`src/rtl/eth_tx_arbiter.sv`:
```
// Packet-granular round-robin arbiter sharing one AXIS transmit port among four
// frame sources; a grant is held until the granted source's last beat handshakes.
module eth_tx_arbiter #(
    parameter real SIM_DELAY = 1.0
) (
    input  logic        s_axis_aclk,
    input  logic        s_axis_aresetn,
    input  logic [3:0]  port_en,
    input  logic [63:0] s_axis_data,
    input  logic [7:0]  s_axis_keep,
    input  logic [3:0]  s_axis_last,
    input  logic [3:0]  s_axis_valid,
    output logic [3:0]  s_axis_ready,
    output logic [15:0] m_axis_data,
    output logic [1:0]  m_axis_keep,
    output logic        m_axis_last,
    output logic        m_axis_valid,
    input  logic        m_axis_ready,
    output logic        busy,
    output logic [1:0]  grant_id,
    output logic        frame_done,
    output logic [1:0]  frame_done_id,
    output logic [63:0] tx_frame_cnt
);

    typedef enum logic {IDLE, BUSY} state_t;

    state_t      state_q;
    logic [1:0]  grant_q;
    logic [1:0]  last_grant_q;
    logic        done_pend_q;
    logic [1:0]  done_pend_id_q;
    logic        frame_done_q;
    logic [1:0]  frame_done_id_q;

    logic [3:0]  req;
    logic        grant_vld_d;
    logic [1:0]  grant_d;
    logic [1:0]  scan_idx;
    logic        last_hs;

    logic [15:0] src_data [4];
    logic [1:0]  src_keep [4];

    // SIM_DELAY only shapes behavioural models; registers here update at the edge.
    if (SIM_DELAY < 0.0) begin : g_neg_sim_delay
    end

    assign req  = s_axis_valid & port_en;
    assign busy = (state_q == BUSY);

    // Scan from last_grant+4 down to last_grant+1 so the nearest requester wins.
    always_comb begin
        grant_vld_d = 1'b0;
        grant_d     = 2'd0;
        scan_idx    = 2'd0;
        for (int k = 4; k >= 1; k--) begin
            scan_idx = last_grant_q + k[1:0];
            if (req[scan_idx]) begin
                grant_vld_d = 1'b1;
                grant_d     = scan_idx;
            end
        end
    end

    assign m_axis_data  = src_data[grant_q];
    assign m_axis_keep  = src_keep[grant_q];
    assign m_axis_last  = s_axis_last[grant_q];
    assign m_axis_valid = busy && s_axis_valid[grant_q];
    assign last_hs      = m_axis_valid && m_axis_ready && m_axis_last;

    assign grant_id      = grant_q;
    assign frame_done    = frame_done_q;
    assign frame_done_id = frame_done_id_q;

    always_ff @(posedge s_axis_aclk or negedge s_axis_aresetn) begin
        if (!s_axis_aresetn) begin
            state_q         <= IDLE;
            grant_q         <= 2'd0;
            last_grant_q    <= 2'd3;
            done_pend_q     <= 1'b0;
            done_pend_id_q  <= 2'd0;
            frame_done_q    <= 1'b0;
            frame_done_id_q <= 2'd0;
        end else begin
            // Completion is staged one cycle so the pulse and count land together.
            frame_done_q <= done_pend_q;
            done_pend_q  <= 1'b0;
            if (done_pend_q) begin
                frame_done_id_q <= done_pend_id_q;
            end
            case (state_q)
                IDLE: begin
                    if (grant_vld_d) begin
                        grant_q      <= grant_d;
                        last_grant_q <= grant_d;
                        state_q      <= BUSY;
                    end
                end
                BUSY: begin
                    if (last_hs) begin
                        state_q        <= IDLE;
                        done_pend_q    <= 1'b1;
                        done_pend_id_q <= grant_q;
                    end
                end
                default: state_q <= IDLE;
            endcase
        end
    end

    genvar gi;
    generate
        for (gi = 0; gi < 4; gi++) begin : g_port
            logic [15:0] cnt_q;

            assign src_data[gi]              = s_axis_data[16*gi +: 16];
            assign src_keep[gi]              = s_axis_keep[2*gi +: 2];
            assign s_axis_ready[gi]          = busy && (grant_q == 2'(gi)) && m_axis_ready;
            assign tx_frame_cnt[16*gi +: 16] = cnt_q;

            always_ff @(posedge s_axis_aclk or negedge s_axis_aresetn) begin
                if (!s_axis_aresetn) begin
                    cnt_q <= 16'd0;
                end else if (done_pend_q && (done_pend_id_q == 2'(gi))) begin
                    cnt_q <= cnt_q + 16'd1;
                end
            end
        end
    endgenerate

endmodule

```
`config.mk`:
```
export PLATFORM = sky130hd
export DESIGN_NAME = eth_tx_arbiter
export DESIGN_NICKNAME = d
export VERILOG_FILES = /design/src/rtl/eth_tx_arbiter.sv
export SDC_FILE = /design/constraint.sdc
export NUM_CORES = 1
export LEC_CHECK = 0
export CAP_MARGIN = 40
export CORE_ASPECT_RATIO = 0.7
export CORE_MARGIN = 2
export CORE_UTILIZATION = 42
export DETAILED_ROUTE_END_ITERATION = 16
export PLACE_DENSITY = 0.87
export SYNTH_ARGS = -nofsm -noshare
export SYNTH_HDL_FRONTEND = slang
export SYNTH_SLANG_ARGS = --single-unit
```
`constraint.sdc`:
```
create_clock -name s_axis_aclk -period 2 [get_ports s_axis_aclk]
set_input_delay 0.4 -clock s_axis_aclk [delete_from_list [all_inputs] [get_ports s_axis_aclk]]
set_output_delay 0.4 -clock s_axis_aclk [all_outputs]
set_load 0.05 [all_outputs]
```
==> impl_metrics.yaml <==
run_status:
  status: "complete, but fails checks"
  violations: "negative setup slack"
setup_path:
  end_kind: "output port"
  cp_top_family: "multiplexers"
  critPathBufInv: 3
  arrival_ns: 1.69
  required_ns: 1.60
  slowest_stage: "mux4_2"
  worst_path_largest_cell_delay_ns: 0.54
  worst-r2r-setup-slack_ns: 0.05
  crit_path_frequent_cell: "buf_12"
  worstPathCellList: "buf_12, buf_12, mux4_2, buf_6"
  path_class: "reg2out"
  start_kind: "register"
  path_max_fanout: 5
cts:
  clk_latency_ns: 0.33
  cts.sinks: 75
  root_buffer: "clkbuf_16"
  ctsLongestPathBuffers: 2
  ctsHtreeMaxLevel: 3
  cts_tree: "done"
  cts.clk_slew.worst_paths_ns: 0.06
  numCtsBuffers: 9
timing:
  setup_violations: 20
  finalSetupTns_ns: -1.113
  worst_slew_pin_slew_ns: 0.5399
  fmaxAchievable_mhz: 478.7
  rsz0062_at_grt: "yes"
  worst_slack_ns: -0.08908
  fin_crit_sh_pct: 104.5
  hold_viol_final: 0
  final.min_clock_period_ns: 2.089
  relSlewSlack_pct: 63.95
  slew_violations: 0
  clock_skew_ns: 0.006632
layout:
  num_antenna_cells: 0
  drive_gt1_share_pct: 25.05
  fill_cells: 618
  multi_input_area_um2: 1981
  register_area_um2: 1882
  stdcell_area_um2: 6519
  final_cell_mix: "107 x clkdlybuf4s50_1, 71 x dfrtp_1, 39 x xnor2_1"
  fin_nets: 609
  final_common_cell: "clkdlybuf4s50_1"
  final_util_pct: 72.15
  synthToLayoutAreaGrowth_pct: 67.79
worst_hold_path:
  min_path_type: "reg2reg"
yosys:
  ys_seq_area_share_pct: 48.37
  synth_nets: 408
  ys_seq_elements: 75
  ys_types: 45
  syn_inst: 317
  synth_top_area_cell: "dfrtp_1"
  syn_area_um2: 3885
  async_flop_share_pct: 100.0
  synth_area_leaders: "dfrtp_1 47%, mux4_2 12%, xnor2_1 8.8%"
  synth.avg_cell_area_um2: 12.26
  synth_edf_count: 0
  ys_warn_count: 0
  synth_top_area_share_pct: 47.02
  synth-main-ff-cell: "dfrtp_1"
placed_design:
  port-buffer-count: 180
  post-dp-hpwl_um: 8708
  place.gp.congestion: 0.8959
  place_area_um2: 5887
power:
  leakagePower_nw: 3.308
  power.density_nw_per_um2: 1189
  ir_drop_v: 0.0009325
grt:
  grt.total_usage_pct: 23.28
  antenna_found_initial: 0
  grt_max_degree: 55
  grt_overflow: 0
  grt_pass1_wl_um: 18170
  grt_pass1_vias: 3528
routing:
  ant_nets: 0
  drcViolationCount: 0
  drt_iter0_drc: 162
  drt_pass1_iterations: 4
  vias: 3374
  wire_per_inst_um: 17.25
  viasPerCell: 5.215
  drt-total-wl_um: 11160
die:
  die_h_um: 84.47
  core_area_um2: 9035
  dieArea_um2: 10050
  num_io_pins: 181
  die_w_um: 119.0
  initial_utilization_pct: 43.00
  rows: 29
flow_run:
  maxCapViolations: 0
sequential cells by signal, indices dropped and copies added, names as in the netlist:
register        flops
g_port.cnt_q       64
done_pend_q         1
done_pend_id_q      2
last_grant_q        2
frame_done          1
busy                1
grant_id            2
frame_done_id       2
where the power goes:
group	switching [mW]	internal, mW
Combinational	2.18	1.84
Sequential	0.320	1.72
Clock	0.606	1.09
path summary, 6_finish.rpt:
kind | startpoint | end | cells past startpoint
worst min register to register | g_port[1].cnt_q[15]$_DFFE_PN0P_ | g_port[1].cnt_q[15]$_DFFE_PN0P_ | 1
max in group asynchronous | s_axis_aresetn | g_port[0].cnt_q[5]$_DFFE_PN0P_ | 3
worst max-delay path | grant_id[0]$_DFFE_PN0P_ | m_axis_last | 4
min in group asynchronous | s_axis_aresetn | g_port[1].cnt_q[11]$_DFFE_PN0P_ | 2
worst max register to register | grant_id[0]$_DFFE_PN0P_ | done_pend_id_q[1]$_DFFE_PN0P_ | 7
worst min-delay path | g_port[1].cnt_q[15]$_DFFE_PN0P_ | g_port[1].cnt_q[15]$_DFFE_PN0P_ | 1
synthesized netlist by cell type, types with 2 or more instances:
library cell / count
buf_2: 6
dfstp_2: 2
nand4_1: 13
buf_4: 2
o21ai_0: 2
inv_1: 7
nor3_1: 4
nor3_2: 3
and2_1: 5
nor2_1: 9
nor3b_1: 2
mux2_2: 6
a21oi_1: 2
and4_1: 6
dfrtp_1: 73
ha_1: 4
nand2_1: 36
nand3_1: 19
and3_1: 12
o2111ai_1: 2
mux4_2: 20
xnor2_1: 39
xor2_1: 21
metal layers:
layer  vias up  track usage, %  wire (um)
li1       1550               -          -
met1      1678           30.76       4780
met2       128           37.15       5401
met3        18           7.201        784
met4         0           7.143        195
met5         -               0          0
cell type report:
type | instances | area share [%]
timing repair buffer | 200 | 33.11
multi-input combinational | 225 | 30.38
sequential | 75 | 28.87
clock buffer | 9 | 3.455
tap | 124 | 2.380
clock inverter | 7 | 1.401
inverter | 7 | 0.4031
per-stage QoR:
stage	std cells	power, mW	hold WS [ns]	worst slack (ns)
detailed placement	620	5.524	0.3126	-0.05192
global placement	620	5.463	0.3026	-0.04284
global route	647	8.043	0.5008	-0.1309
CTS	646	7.745	0.4854	-0.08045
floorplan	317	4.301	0.1044	-0.01660
finish	647	7.751	0.4762	-0.08908
kinds of logic (layout without fill, tap and decap cells):
group / after synthesis / count (layout) / share of synthesized area, %
simple gates: 123 / 123 / 19.26
flops: 75 / 75 / 48.37
xor+xnor: 60 / 60 / 13.53
mux: 26 / 26 / 13.33
buf+inv: 17 / 223 / 2.029
compound gates: 12 / 12 / 2.190
fa+ha+maj: 4 / 4 / 1.288
what timing repair did:
item | 4_1_cts | 5_1_grt
cloned | 2 | 0
buffers inserted | 7 | 1
hold endpoints to repair | 19 | 0
pin swaps | 1 | 0
hold buffers | 1 | 0
resized for setup | 32 | 27
endpoints found under the setup margin | 27 | 44
(Power assumes the default switching activity.)
